[src/rtl/nyq_pkg.sv]
// Shared definitions for the decimating Nyquist FIR: address-map offsets,
// FSM state encoding and accumulator sizing.
package nyq_pkg;

  // Coefficients sit at OFS_COEFF..; the control words sit right after the taps.
  localparam int unsigned OFS_COEFF   = 0;
  localparam int unsigned OFS_DECIM   = 0;
  localparam int unsigned OFS_SHIFT   = 1;
  localparam int unsigned OFS_CLEAR   = 2;
  localparam int unsigned SHIFT_WIDTH = 6;

  typedef enum logic [1:0] {
    ST_IDLE = 2'd0,
    ST_MAC  = 2'd1,
    ST_OUT  = 2'd2
  } nyq_state_e;

  function automatic int unsigned acc_width(input int unsigned in_w,
                                            input int unsigned coeff_w,
                                            input int unsigned taps);
    return in_w + coeff_w + $clog2(taps);
  endfunction

endpackage

[src/rtl/nyq_mac.sv]
// Signed multiply-accumulate with synchronous clear (priority) and enable.
module nyq_mac #(
  parameter int unsigned A_WIDTH   = 24,
  parameter int unsigned B_WIDTH   = 16,
  parameter int unsigned ACC_WIDTH = 45
) (
  input  logic                        Clk_CI,
  input  logic                        Rst_RBI,
  input  logic                        Clr_SI,
  input  logic                        En_SI,
  input  logic signed [A_WIDTH-1:0]   A_DI,
  input  logic signed [B_WIDTH-1:0]   B_DI,
  output logic signed [ACC_WIDTH-1:0] Acc_DO
);

  logic signed [A_WIDTH+B_WIDTH-1:0] prod;
  logic signed [ACC_WIDTH-1:0]       acc_q;

  assign prod   = A_DI * B_DI;
  assign Acc_DO = acc_q;

  always_ff @(posedge Clk_CI or negedge Rst_RBI) begin : p_acc
    if (!Rst_RBI) begin
      acc_q <= '0;
    end else if (Clr_SI) begin
      acc_q <= '0;
    end else if (En_SI) begin
      acc_q <= acc_q + ACC_WIDTH'(prod);
    end
  end

endmodule

[src/rtl/nyq_decim_fir.sv]
// Decimating Nyquist FIR with one time-shared MAC and runtime decimation factor.
// Define NYQ_SAT_EN to saturate the output instead of wrapping it.
module nyq_decim_fir
  import nyq_pkg::*;
#(
  parameter int unsigned ADDR_WIDTH  = 9,
  parameter int unsigned MEM_WIDTH   = 32,
  parameter int unsigned IN_WIDTH    = 24,
  parameter int unsigned OUT_WIDTH   = 24,
  parameter int unsigned COEFF_WIDTH = 16,
  parameter int unsigned NUM_TAPS    = 32,
  parameter int unsigned MAX_DECIM   = 16
) (
  input  logic                  Clk_CI,
  input  logic                  Rst_RBI,
  input  logic                  WrEn_SI,
  input  logic [ADDR_WIDTH-1:0] Addr_DI,
  input  logic [MEM_WIDTH-1:0]  PAR_In_DI,
  input  logic [IN_WIDTH-1:0]   NYQ_In_DI,
  input  logic                  NYQ_InValid_SI,
  output logic                  NYQ_InRdy_DO,
  output logic [OUT_WIDTH-1:0]  NYQ_Out_DO,
  output logic                  NYQ_Valid_DO
);

  localparam int unsigned ACC_WIDTH = acc_width(IN_WIDTH, COEFF_WIDTH, NUM_TAPS);
  localparam int unsigned DW        = $clog2(MAX_DECIM + 1);
  localparam int unsigned TW        = $clog2(NUM_TAPS);

  nyq_state_e state_q, state_d;

  logic signed [COEFF_WIDTH-1:0] coef_q [NUM_TAPS];
  logic signed [IN_WIDTH-1:0]    x_q    [NUM_TAPS];
  logic [DW-1:0]                 decim_q, phase_q, decim_m1;
  logic [SHIFT_WIDTH-1:0]        shift_q;
  logic [TW-1:0]                 tap_q;
  logic signed [COEFF_WIDTH-1:0] coef_sel;
  logic signed [IN_WIDTH-1:0]    x_sel;
  logic signed [ACC_WIDTH-1:0]   acc, shifted;
  logic [OUT_WIDTH-1:0]          result, out_q;
  logic clr, wr_decim, wr_shift, decim_hit, last_tap;
  logic rdy, accept, mac_clr, mac_en, load_out, valid_q;

  assign clr      = WrEn_SI && (Addr_DI == ADDR_WIDTH'(NUM_TAPS + OFS_CLEAR));
  assign wr_decim = WrEn_SI && (Addr_DI == ADDR_WIDTH'(NUM_TAPS + OFS_DECIM));
  assign wr_shift = WrEn_SI && (Addr_DI == ADDR_WIDTH'(NUM_TAPS + OFS_SHIFT));
  // A stored D of 0 behaves as 1, so both decimate when phase >= 0.
  assign decim_m1  = (decim_q == '0) ? '0 : decim_q - DW'(1);
  assign decim_hit = (phase_q >= decim_m1);
  assign last_tap  = (tap_q == TW'(NUM_TAPS - 1));

  always_ff @(posedge Clk_CI or negedge Rst_RBI) begin : p_params
    if (!Rst_RBI) begin
      for (int k = 0; k < NUM_TAPS; k++) coef_q[k] <= '0;
      decim_q <= '0;
      shift_q <= '0;
    end else begin
      for (int k = 0; k < NUM_TAPS; k++) begin
        if (WrEn_SI && (Addr_DI == ADDR_WIDTH'(OFS_COEFF + k)))
          coef_q[k] <= PAR_In_DI[COEFF_WIDTH-1:0];
      end
      // D is clamped on write; every later read sees the effective value.
      if (wr_decim)
        decim_q <= (PAR_In_DI > MEM_WIDTH'(MAX_DECIM)) ? DW'(MAX_DECIM) : PAR_In_DI[DW-1:0];
      if (wr_shift)
        shift_q <= PAR_In_DI[SHIFT_WIDTH-1:0];
    end
  end

  always_ff @(posedge Clk_CI or negedge Rst_RBI) begin : p_line
    if (!Rst_RBI) begin
      for (int k = 0; k < NUM_TAPS; k++) x_q[k] <= '0;
      phase_q <= '0;
    end else if (clr) begin
      for (int k = 0; k < NUM_TAPS; k++) x_q[k] <= '0;
      phase_q <= '0;
    end else if (accept) begin
      x_q[0] <= NYQ_In_DI;
      for (int k = 1; k < NUM_TAPS; k++) x_q[k] <= x_q[k-1];
      phase_q <= decim_hit ? '0 : phase_q + DW'(1);
    end
  end

  always_ff @(posedge Clk_CI or negedge Rst_RBI) begin : p_tap
    if (!Rst_RBI)    tap_q <= '0;
    else if (mac_clr) tap_q <= '0;
    else if (mac_en)  tap_q <= tap_q + TW'(1);
  end

  always_comb begin : p_tap_sel
    coef_sel = '0;
    x_sel    = '0;
    for (int k = 0; k < NUM_TAPS; k++) begin
      if (tap_q == TW'(k)) begin
        coef_sel = coef_q[k];
        x_sel    = x_q[k];
      end
    end
  end

  always_ff @(posedge Clk_CI or negedge Rst_RBI) begin : p_state
    if (!Rst_RBI) state_q <= ST_IDLE;
    else          state_q <= state_d;
  end

  always_comb begin : p_next
    state_d = state_q;
    unique case (state_q)
      ST_IDLE: if (accept && decim_hit) state_d = ST_MAC;
      ST_MAC:  if (last_tap) state_d = ST_OUT;
      ST_OUT:  state_d = ST_IDLE;
      default: state_d = ST_IDLE;
    endcase
    if (clr) state_d = ST_IDLE;
  end

  always_comb begin : p_fsm_out
    rdy      = 1'b0;
    accept   = 1'b0;
    mac_clr  = 1'b0;
    mac_en   = 1'b0;
    load_out = 1'b0;
    unique case (state_q)
      ST_IDLE: begin
        rdy     = 1'b1;
        accept  = NYQ_InValid_SI && !clr;
        mac_clr = accept && decim_hit;
      end
      ST_MAC:  mac_en   = !clr;
      ST_OUT:  load_out = !clr;
      default: ;
    endcase
  end

  nyq_mac #(
    .A_WIDTH  (IN_WIDTH),
    .B_WIDTH  (COEFF_WIDTH),
    .ACC_WIDTH(ACC_WIDTH)
  ) i_mac (
    .Clk_CI (Clk_CI),
    .Rst_RBI(Rst_RBI),
    .Clr_SI (mac_clr),
    .En_SI  (mac_en),
    .A_DI   (x_sel),
    .B_DI   (coef_sel),
    .Acc_DO (acc)
  );

  assign shifted = acc >>> shift_q;

`ifdef NYQ_SAT_EN
  always_comb begin : p_reduce
    result = shifted[OUT_WIDTH-1:0];
    if (shifted[ACC_WIDTH-1:OUT_WIDTH-1] != {(ACC_WIDTH-OUT_WIDTH+1){shifted[ACC_WIDTH-1]}})
      result = shifted[ACC_WIDTH-1] ? {1'b1, {(OUT_WIDTH-1){1'b0}}}
                                    : {1'b0, {(OUT_WIDTH-1){1'b1}}};
  end
`else
  logic unused_hi;
  assign unused_hi = ^shifted[ACC_WIDTH-1:OUT_WIDTH];
  assign result    = shifted[OUT_WIDTH-1:0];
`endif

  always_ff @(posedge Clk_CI or negedge Rst_RBI) begin : p_out
    if (!Rst_RBI) begin
      out_q   <= '0;
      valid_q <= 1'b0;
    end else begin
      valid_q <= load_out;
      if (load_out) out_q <= result;
    end
  end

  assign NYQ_InRdy_DO = rdy;
  assign NYQ_Out_DO   = out_q;
  assign NYQ_Valid_DO = valid_q;

endmodule

[config.mk]
export PLATFORM = sky130hd
export DESIGN_NAME = nyq_decim_fir
export DESIGN_NICKNAME = d
export VERILOG_FILES = /design/src/rtl/nyq_pkg.sv /design/src/rtl/nyq_mac.sv /design/src/rtl/nyq_decim_fir.sv
export SDC_FILE = /design/constraint.sdc
export NUM_CORES = 2
export LEC_CHECK = 0
export ABC_AREA = 1
export CAP_MARGIN = 20
export CELL_PAD_IN_SITES_DETAIL_PLACEMENT = 2
export CELL_PAD_IN_SITES_GLOBAL_PLACEMENT = 2
export CORE_MARGIN = 4
export CORE_UTILIZATION = 40
export DETAILED_ROUTE_END_ITERATION = 8
export HOLD_SLACK_MARGIN = 0.03
export PLACE_DENSITY_LB_ADDON = 0.15
export SLEW_MARGIN = 20
export SYNTH_ARGS = -nofsm -noshare
export SYNTH_HDL_FRONTEND = slang
export SYNTH_SLANG_ARGS = --single-unit
[constraint.sdc]
create_clock -name Clk_CI -period 10.9 [get_ports Clk_CI]
set_input_delay 1.635 -clock Clk_CI [delete_from_list [all_inputs] [get_ports Clk_CI]]
set_output_delay 1.635 -clock Clk_CI [all_outputs]
set_load 0.01 [all_outputs]
==> metrics.cfg <==
[worst_setup_path]
crit_arrival_ns=11.89
timing.rr.end=i_mac.Acc_DO[44]$_DFFE_PN0P_
critical_path_peak_fanout=7
required_ns=11.60
worstSetupStartpointType=flip-flop
worstSetupEndpoint=i_mac.Acc_DO[44]$_DFFE_PN0P_
critPathLaunch=tap_q[2]$_DFFE_PN0P_
worst_setup_path_end_kind=flip-flop
cp_slowest_cell=fa_1
r2r_slack_ns=-0.29
r2r_start=tap_q[2]$_DFFE_PN0P_
reg2reg_depth=72
cpMostUsedCell=nand3_1
max_stage_delay_ns=0.56
worst-setup-path-type=reg2reg

[floorplan]
dieWidth_um=457
ioPinCount=95
std_cell_rows=164
design.die.area_sq_um=209000
initial_utilization_pct=40.3
die_height_um=457
fp.coreArea_sq_um=200000

[routing]
num_vias=73100
viasPerCell=5.71
drt_pass1_iterations=5
wl_met3_um=16300
wl_um=341000
ant_nets=0
wl_per_cell_um=26.6
wl_met1_um=144000
wl_met2_um=167000
top_layer=met5
drt_iter0_drc=5224
drc=0

[place]
place.gp.congestion=0.902
dp_hpwl_um=227000
port_buffers=94

[clock_tree]
cts_root_buf=clkbuf_16
cts.path.max_buffers=3
h-tree-depth=4
clock_latency_ns=0.84
cts_buffers=162
clkTransAtPathRegs_ns=0.07
cts_tree=built
cts_sinks=1373

[synth]
ys_seq_area_share_pct=42.6
synth_xor_area_share_pct=0.293
synth_fa_ha_area_share_pct=13.0
synthCells=9808
synth.avg_cell_area_sq_um=8.22
synth_top_cell_area_share_pct=42.6
synth-simple-area-share_pct=18.1
synth_compound_area_share_pct=14.9
ys_warn_count=0
synth_edf_count=0
synth_mux_area_share_pct=0.435
yosys.area.top_type=dfrtp_1
synth.area.top_cells=dfrtp_1 43%, fa_1 11%, nand2_1 10%
async_flop_share_pct=100
syn-cell-area_sq_um=80600
synth-main-ff-cell=dfrtp_1
synth_cell_types=60
synth-seq-cells=1373
synth_nets=10500
synth_top_family_by_area=simple AND/OR/NAND/NOR gates

[worst_hold_path]
holdPathStages=2
hp-class=reg2reg

[grt]
grt_pass1_vias=81200
antenna_found_initial=13
grt_pass1_wl_um=501000
track_usage_pct=30.6
overflow=0
grt_max_degree=203

[status]
outcome=complete, but fails checks
failed_checks=negative setup slack

[timing]
tightest_slew_ns=1.10
rsz0062_at_grt=true
setup_viol=14
slew_headroom_pct=26.3
timing.fmax_mhz=89.4
hold_viol_final=0
finalMaxSlewViolations=0
period_minus_slack_ns=11.19
fin_worst_skew_ns=0.0524
period_share_pct=103
final.setup.worst_slack_ns=-0.287

[finish]
drive_above_1_share_pct=14.4
nets=10700
utilization_pct=47.7
fillers=21600
syn_to_final_growth_pct=18.4

[job]
max_cap_violations=0

## state kept, by name (all words and copies together), names as in the netlist
name	flops
i_mac.Acc_DO	45
tap_q	5
NYQ_Valid_DO	1
phase_q	5
NYQ_Out_DO	24
x_q	768
state_q	2
coef_q	512
shift_q	6
decim_q	5
## routing by layer
metal	vias up	global-route usage [%]
met1	38700	40.6
li1	31900	-
met4	6	10.1
met5	-	0
met2	1811	52.1
met3	658	3.47
## area by class of cell
class / instances / area (sq um) / area share, %
Multi-Input combinational cell: 6254 / 39600 / 41.5
Sequential cell: 1373 / 34400 / 36.0
Timing Repair Buffer: 685 / 6620 / 6.93
Inverter: 1544 / 5860 / 6.14
Clock buffer: 239 / 4890 / 5.13
Tap cell: 2656 / 3320 / 3.48
Clock inverter: 57 / 697 / 0.730
Antenna cell: 9 / 22.5 / 0.0236
## worst max-delay path: cells and delay by family (launching register included)
family                   cells  cell delay (ns)
AO/OA/AOI/OAI                9             1.11
XOR/XNOR                     1             0.21
adder cells (fa/ha/maj)      7             3.43
buffers and inverters       12             1.39
flip-flops                   1             0.48
AND/OR/NAND/NOR             43             4.42
## stage by stage
step	setup TNS (ns)	worst slack, ns	hold slack, ns	instance area, sq um	cells
6_report	-2.63	-0.287	0.478	95400	12800
5_1_grt	-9.68	-0.757	0.503	95400	12800
4_1_cts	0	0.00161	0.481	93100	12700
3_5_place_dp	-2.91	-0.356	0.467	86700	12400
3_3_place_gp	0	0.0495	0.458	86700	12400
2_1_floorplan	0	1.40	0.445	80600	9808
## Yosys cell counts (13+ instances only)
| master | n |
|---|---|
| inv_1 | 1505 |
| o21ai_1 | 32 |
| o22ai_1 | 747 |
| fa_1 | 439 |
| clkbuf_1 | 478 |
| buf_6 | 13 |
| buf_4 | 16 |
| o21ai_0 | 879 |
| buf_2 | 101 |
| xor2_1 | 18 |
| a21oi_1 | 301 |
| nand2_1 | 2200 |
| nor2_1 | 418 |
| inv_2 | 26 |
| o21bai_1 | 29 |
| dfrtp_1 | 1373 |
| nand4_1 | 33 |
| o211ai_1 | 42 |
| mux2i_1 | 35 |
| ha_1 | 137 |
| or2_2 | 125 |
| o21ai_2 | 21 |
| nor3_1 | 21 |
| buf_1 | 28 |
| nand3_1 | 655 |
## kinds of logic after synthesis
kind of cell               count (synthesis)
and+or+nand+nor                         3505
buffers and inverters                   2181
AOI/OAI and AO/OA                       2111
DFF                                     1373
adders and majority gates                576
muxes                                     35
xor gates and xnor gates                  27
## worst min path at each step
stage | start | to | slack, ns
floorplan | coef_q[327]$_DFFE_PN0P_ | coef_q[327]$_DFFE_PN0P_ | 0.45
global placement | coef_q[261]$_DFFE_PN0P_ | coef_q[261]$_DFFE_PN0P_ | 0.46
detailed placement | coef_q[105]$_DFFE_PN0P_ | coef_q[105]$_DFFE_PN0P_ | 0.47
CTS | coef_q[105]$_DFFE_PN0P_ | coef_q[105]$_DFFE_PN0P_ | 0.48
global route | coef_q[236]$_DFFE_PN0P_ | coef_q[236]$_DFFE_PN0P_ | 0.50
finish | coef_q[173]$_DFFE_PN0P_ | coef_q[173]$_DFFE_PN0P_ | 0.48
## placed cells by master, fill, tap and decap left out, types with 41 or more instances in the layout
master	n
clkdlybuf4s50_1	93
nor2_2	41
o22ai_1	747
or2_2	125
inv_2	44
ha_1	113
buf_6	46
o21ai_0	838
nand2_2	80
buf_4	458
dfrtp_1	1369
nand3_2	103
nor2_1	373
a21oi_1	276
o21ai_1	55
nand2_1	2110
clkbuf_8	44
o211ai_1	42
clkbuf_16	171
nand3_1	543
inv_1	1472
fa_1	426
buf_12	73
## what timing repair did
item,4_1_cts,5_1_grt
endpoints found under the setup margin,15,19
gates resized for setup,140,410
gates cloned,0,4
hold buffers,0,0
pin swaps,66,192
setup buffers,24,73
Power is not shown: default switching activity piles up to over one toggle a cycle in this logic, so the estimate is an artifact.
